<file path="src/rtl/controller_pkg.sv">
// rtl/controller_pkg.sv - shared types and constants for the target transmit path
package controller_pkg;

   typedef enum logic [1:0] {
      Idle   = 2'd0,
      Stream = 2'd1,
      Drain  = 2'd2
   } tx_arb_state_e;

   // Requester slots on the transmit arbiter, highest priority first
   localparam int unsigned TxReqCcc = 0;
   localparam int unsigned TxReqIbi = 1;
   localparam int unsigned TxReqTti = 2;

endpackage

</file>
<file path="src/rtl/byte_skid_reg.sv">
// rtl/byte_skid_reg.sv - single-entry valid/ready register holding {byte, last}
module byte_skid_reg #(
   parameter int unsigned DataWidth = 8
) (
   input  logic                 clk_i,
   input  logic                 rst_ni,
   input  logic                 clear_i,
   input  logic                 in_valid_i,
   input  logic [DataWidth-1:0] in_data_i,
   input  logic                 in_last_i,
   output logic                 in_ready_o,
   output logic                 out_valid_o,
   output logic [DataWidth-1:0] out_data_o,
   output logic                 out_last_o,
   input  logic                 out_ready_i
);

   logic                 r_valid;
   logic [DataWidth-1:0] r_data;
   logic                 r_last;

   assign in_ready_o  = !r_valid || out_ready_i;
   assign out_valid_o = r_valid;
   assign out_data_o  = r_data;
   assign out_last_o  = r_last;

   // Clear wins over a simultaneous load so an aborted byte never reaches the bus
   always_ff @(posedge clk_i or negedge rst_ni) begin
      if (!rst_ni) begin
         r_valid <= 1'b0;
         r_data  <= '0;
         r_last  <= 1'b0;
      end else if (clear_i) begin
         r_valid <= 1'b0;
         r_data  <= '0;
         r_last  <= 1'b0;
      end else if (in_valid_i && in_ready_o) begin
         r_valid <= 1'b1;
         r_data  <= in_data_i;
         r_last  <= in_last_i;
      end else if (out_ready_i) begin
         r_valid <= 1'b0;
      end
   end

endmodule

</file>
<file path="src/rtl/tx_byte_arbiter.sv">
// rtl/tx_byte_arbiter.sv - fixed-priority arbiter sharing the bus transmit byte channel
module tx_byte_arbiter
   import controller_pkg::*;
#(
   parameter  int unsigned NumReq    = 3,
   parameter  int unsigned DataWidth = 8,
   parameter  int unsigned CntWidth  = 16,
   localparam int unsigned IdxWidth  = (NumReq > 1) ? $clog2(NumReq) : 1
) (
   input  logic                        clk_i,
   input  logic                        rst_ni,
   input  logic                        enable_i,
   input  logic                        transfer_stop_i,
   input  logic [NumReq-1:0]           req_valid_i,
   input  logic [NumReq*DataWidth-1:0] req_data_i,
   input  logic [NumReq-1:0]           req_last_i,
   output logic [NumReq-1:0]           req_ready_o,
   output logic                        tx_byte_valid_o,
   output logic [DataWidth-1:0]        tx_byte_o,
   output logic                        tx_byte_last_o,
   input  logic                        tx_byte_ready_i,
   output logic [NumReq-1:0]           grant_o,
   output logic                        busy_o,
   output logic [CntWidth-1:0]         byte_count_o,
   output logic                        abort_o,
   output logic [IdxWidth-1:0]         abort_id_o
);

   tx_arb_state_e        r_state, w_state_nxt;
   logic [NumReq-1:0]    r_grant, w_grant_nxt;
   logic [IdxWidth-1:0]  r_grant_idx, w_grant_idx_nxt;
   logic [CntWidth-1:0]  r_count;
   logic                 r_abort, w_abort_nxt;
   logic [IdxWidth-1:0]  r_abort_id;
   logic                 r_stop_pend, w_stop_pend_nxt;
   logic                 w_clear_cnt;
   logic                 w_req_any;
   logic [IdxWidth-1:0]  w_req_idx;
   logic                 w_sel_valid, w_sel_last;
   logic [DataWidth-1:0] w_sel_data;
   logic                 w_skid_ready, w_push, w_stop, w_tx_hs;

   always_comb begin
      w_req_any = |req_valid_i;
      w_req_idx = '0;
      for (int i = NumReq - 1; i >= 0; i--) begin
         if (req_valid_i[i]) w_req_idx = IdxWidth'(i);
      end
   end

   always_comb begin
      w_sel_valid = 1'b0;
      w_sel_data  = '0;
      w_sel_last  = 1'b0;
      for (int i = 0; i < NumReq; i++) begin
         if (r_grant[i]) begin
            w_sel_valid = req_valid_i[i];
            w_sel_data  = req_data_i[i*DataWidth +: DataWidth];
            w_sel_last  = req_last_i[i];
         end
      end
   end

   // A stop seen during arbitration is held over and applied once the grant is live
   assign w_stop      = (r_state != Idle) && (transfer_stop_i || r_stop_pend);
   assign w_push      = (r_state == Stream) && w_sel_valid && w_skid_ready;
   assign w_tx_hs     = tx_byte_valid_o && tx_byte_ready_i;
   assign req_ready_o = ((r_state == Stream) && w_skid_ready) ? r_grant : '0;

   always_comb begin
      w_state_nxt     = r_state;
      w_grant_nxt     = r_grant;
      w_grant_idx_nxt = r_grant_idx;
      w_abort_nxt     = 1'b0;
      w_stop_pend_nxt = 1'b0;
      w_clear_cnt     = 1'b0;
      unique case (r_state)
         Idle: begin
            if (enable_i && w_req_any) begin
               w_state_nxt     = Stream;
               w_grant_nxt     = NumReq'(1) << w_req_idx;
               w_grant_idx_nxt = w_req_idx;
               w_clear_cnt     = 1'b1;
               w_stop_pend_nxt = transfer_stop_i;
            end
         end
         Stream: begin
            if (w_stop) begin
               w_state_nxt = Idle;
               w_grant_nxt = '0;
               w_abort_nxt = 1'b1;
            end else if (w_push && w_sel_last) begin
               w_state_nxt = Drain;
            end
         end
         Drain: begin
            if (w_stop) begin
               w_state_nxt = Idle;
               w_grant_nxt = '0;
               w_abort_nxt = 1'b1;
            end else if (w_tx_hs) begin
               w_state_nxt = Idle;
               w_grant_nxt = '0;
            end
         end
         default: begin
            w_state_nxt = Idle;
            w_grant_nxt = '0;
         end
      endcase
   end

   always_ff @(posedge clk_i or negedge rst_ni) begin
      if (!rst_ni) begin
         r_state     <= Idle;
         r_grant     <= '0;
         r_grant_idx <= '0;
         r_count     <= '0;
         r_abort     <= 1'b0;
         r_abort_id  <= '0;
         r_stop_pend <= 1'b0;
      end else begin
         r_state     <= w_state_nxt;
         r_grant     <= w_grant_nxt;
         r_grant_idx <= w_grant_idx_nxt;
         r_abort     <= w_abort_nxt;
         r_abort_id  <= w_abort_nxt ? r_grant_idx : '0;
         r_stop_pend <= w_stop_pend_nxt;
         if (w_clear_cnt) begin
            r_count <= '0;
         end else if (w_tx_hs && (r_count != '1)) begin
            r_count <= r_count + 1'b1;
         end
      end
   end

   byte_skid_reg #(
      .DataWidth (DataWidth)
   ) u_out_reg (
      .clk_i       (clk_i),
      .rst_ni      (rst_ni),
      .clear_i     (w_stop),
      .in_valid_i  (w_push),
      .in_data_i   (w_sel_data),
      .in_last_i   (w_sel_last),
      .in_ready_o  (w_skid_ready),
      .out_valid_o (tx_byte_valid_o),
      .out_data_o  (tx_byte_o),
      .out_last_o  (tx_byte_last_o),
      .out_ready_i (tx_byte_ready_i)
   );

   assign grant_o      = r_grant;
   assign busy_o       = (r_state != Idle);
   assign byte_count_o = r_count;
   assign abort_o      = r_abort;
   assign abort_id_o   = r_abort_id;

   a_grant_onehot: assert property (@(posedge clk_i) disable iff (!rst_ni) $onehot0(r_grant));

endmodule

</file>
<file path="config.mk">
export PLATFORM = sky130hd
export DESIGN_NAME = tx_byte_arbiter
export DESIGN_NICKNAME = d
export VERILOG_FILES = /design/src/rtl/controller_pkg.sv /design/src/rtl/byte_skid_reg.sv /design/src/rtl/tx_byte_arbiter.sv
export SDC_FILE = /design/constraint.sdc
export NUM_CORES = 1
export LEC_CHECK = 0
export ABC_AREA = 1
export BUFFER_PORTS_ARGS = -buffer_cell sky130_fd_sc_hd__buf_2
export CAP_MARGIN = 25
export CORE_ASPECT_RATIO = 0.7
export CORE_UTILIZATION = 46
export CTS_CLUSTER_DIAMETER = 80
export DETAILED_ROUTE_END_ITERATION = 16
export PLACE_DENSITY = 0.87
export SLEW_MARGIN = 25
export SYNTH_ARGS = -nofsm -noshare
export SYNTH_HDL_FRONTEND = slang
export SYNTH_SLANG_ARGS = --single-unit
</file>
<file path="constraint.sdc">
create_clock -name clk_i -period 1.6 [get_ports clk_i]
set_input_delay 0.32 -clock clk_i [delete_from_list [all_inputs] [get_ports clk_i]]
set_output_delay 0.32 -clock clk_i [all_outputs]
set_load 0.01 [all_outputs]
</file>
==> results.md <==
- Clock sink count: 37
- Sw Ratio: 0.4063
- Antenna cell count: 0
- Largest stage delay on the critical path: 0.40 ns
- Yosys reg bits: 37
- Final Routed Wirelength: 6649 microns
- Crit path max-delay family: flip-flops
- Max Slew Vio Count: 0
- Core area: 4429 sq um
- Worst Path Arrival: 1.31 ns
- Gr busiest metal: met2
- Finished Cell Area: 2963 sq um
- Largest net degree at the start of global routing: 20
- Post-route ant nets: 0
- Chip Height: 59.33 microns
- Tot GR Track Use: 0.2697
- I/O Buffers: 70
- Synthesized area: 2160 sq um
- CP endpoint kind: primary output
- CP bufs+invs: 2
- Largest cells by area after synthesis: dfrtp_1, nand2_1, nor2_1
- Switching pwr: 1.761 mW
- Skew-Pair Late Insertion Delay: 0.30 ns
- Post-synthesis sequential area ratio: 0.4287
- P_leak: 1.568 nW
- Post-synth net total: 337
- Grt met3 use: 0.04735
- Fin nets: 434
- Met2 Use GR: 0.4508
- CP cell instances: inv_2, ha_2, nand2_2, nor2_1, buf_2
- DRC viols: 6
- Hold Fails Final Rpt: 0
- DR iter-0 viols: 233
- Final Worst Setup Slack: -0.02671 ns
- Hold WS: 0.2695 ns
- Vias: 2520
- CTS H-tree lvls: 2
- Post-synthesis cell count: 298
- Reg power frac: 0.309
- Setup Slack @ Placement: -0.02756 ns
- Type of the tightest min-delay check: in2reg
- Post-Place Cell Area: 2725 sq um
- Routing usage on met1: 0.3539
- Slowest cell on crit path: dfrtp_1
- Top-area cell type share of the netlist area: 0.4287
- Post-DP HPWL: 4782 microns
- Max-slew headroom: 0.6853
- Final setup fails: 2
- RSZ-0062 raised after global routing: true
- Final Power: 4.333 mW
- Post-layout minimum cycle time: 1.627 ns
- Die ar.: 4977 sq um
- Share of cells above drive strength 1: 0.3283
- Synth area leader: dfrtp_1
- Clock Skews: 0.009815 ns
- I/O pins: 71
- Ys Warns: 0
- Maximum fanout along the worst path: 4
- Max cap viols: 0
- Power share of the combinational group: 0.463
- Status: complete, but fails checks
- Setup TNS: -0.03055 ns
- Syn Area/Cell: 7.247 sq um
- Max Buffers Root-to-Sink: 2
- RD Place Congestion: 0.9235
- Critical path required time: 1.28 ns
- Peak supply drop: 0.6135 mV
- Internal: 2.572 mW
- CTS tree: built
- Slew @ Worst Pin: 0.4720 ns
- Most common cell in the synthesized netlist: nand2_1
- Initial antenna violation count: 0
- Post-layout util: 0.6689
- Synth Flop Type: dfrtp_1
- Width of the die: 83.90 microns
- Most common library cells after synthesis: nand2_1, dfrtp_1, nor2_1
- Number of fill cells: 344
- Initial Utilization: 0.4876
- Post-route clock period utilization: 1.017
- Root Buffer: clkbuf_8
- Via/cell ratio: 5.588
- Power per cell area: 1462 nW/um^2
- Router iterations before antenna repair: 11
- Clock power frac: 0.228
- Final cell count without fillers: 451
- Grt total ovfl: 0
- Async SR Flop Fraction: 1.000
- Row count: 20
- CTS buffer count: 5
- Crit start category: register
- Vias in the first global route: 2302
- Peak Freq: 614.7 MHz
- Number of synthesized flops with an enable pin: 0
- Crit path kind: reg2out
- Failing checks: DRC, setup timing
- Routed len/inst: 14.74 microns
- Syn-to-layout area delta: 37.20%
- First-pass GRT wire length: 10290 microns
- Post-synth cell types: 26
- Placed insts: 439
- CTS clk-pin slew, worst paths: 0.08 ns
## registers in the layout (all words and copies together), names as in the netlist
| register | cells |
|---|---|
| u_out_reg.out_last_o | 1 |
| abort_o | 1 |
| grant_o | 3 |
| u_out_reg.out_valid_o | 1 |
| r_stop_pend | 1 |
| r_state | 2 |
| u_out_reg.out_data_o | 8 |
| abort_id_o | 2 |
| r_grant_idx | 2 |
| byte_count_o | 16 |
## worst reg2reg max path, stage by stage (launching register included)
cell	delay, ns
dfrtp_1	0.43
nand2_1	0.13
nor2_2	0.20
nand2_2	0.13
nor2_4	0.17
nor2_4	0.06
nor2_4	0.15
buf_12	0.14
nand2_1	0.06
nand2_1	0.07
## layout by cell type (no fill, tap or decap), types with 10 or more instances in the layout
| master | Yosys | final |
|---|---|---|
| inv_1 | 17 | 16 |
| nand4_1 | 12 | 12 |
| buf_4 | 0 | 23 |
| a21oi_1 | 10 | 10 |
| nand3_1 | 23 | 21 |
| dfrtp_1 | 37 | 37 |
| nand2_1 | 101 | 98 |
| buf_2 | 4 | 70 |
| nor2_1 | 33 | 31 |
| o21ai_0 | 21 | 21 |
## final cells by class
class | count | area (sq um) | share of cell area
Inverter | 22 | 85.08 | 0.02872
Clock inverter | 3 | 68.82 | 0.02323
Clock buffer | 5 | 68.82 | 0.02323
Sequential cell | 37 | 925.9 | 0.3125
Timing Repair Buffer | 97 | 584.3 | 0.1972
Multi-Input combinational cell | 232 | 1161 | 0.3919
Tap cell | 55 | 68.82 | 0.02323
## metal layers
| metal | vias to the layer above | routed length, microns |
|---|---|---|
| li1 | 1172 | - |
| met3 | 26 | 450 |
| met4 | 0 | 180 |
| met2 | 134 | 3156 |
| met5 | - | 0 |
| met1 | 1188 | 2861 |
## path summary, 6_finish.rpt
check	to	startpoint	slack (ns)	cells past startpoint
min	r_stop_pend	transfer_stop_i	0.27	3
max in group asynchronous	grant_o[0]	rst_ni	0.62	3
max	req_ready_o[1]	r_state[1]	-0.03	5
min reg2reg	r_grant_idx[1]	r_grant_idx[1]	0.51	2
min in group asynchronous	byte_count_o[4]	rst_ni	0.51	2
max reg2reg	byte_count_o[6]	byte_count_o[7]	0	9
## kinds of logic (layout without fill, tap and decap cells)
logic type / after synthesis / in the layout / synth area share
flops: 37 / 37 / 0.4287
simple gates: 182 / 182 / 0.3662
xor+xnor: 6 / 6 / 0.02433
buf+inv: 29 / 127 / 0.05620
compound gates: 40 / 40 / 0.1014
fa+ha+maj: 4 / 4 / 0.02318
## timing repair
item / in CTS / in global routing
hold buffers: 1 / 0
pin swaps: 0 / 3
endpoints found under the hold margin: 18 / 0
gates resized for setup: 4 / 12
endpoints found under the setup margin: 6 / 29
setup buffers: 1 / 2
## power groups by stage
stage	Combinational (mW)	Sequential (mW)	Clock [mW]
floorplan	0.973	1.43	0
finish	2.01	1.34	0.988
detailed placement	1.79	1.34	0
global placement	1.73	1.32	0
CTS	1.83	1.33	1.00
global route	2.19	1.36	1.04
(Power assumes the default switching activity.)
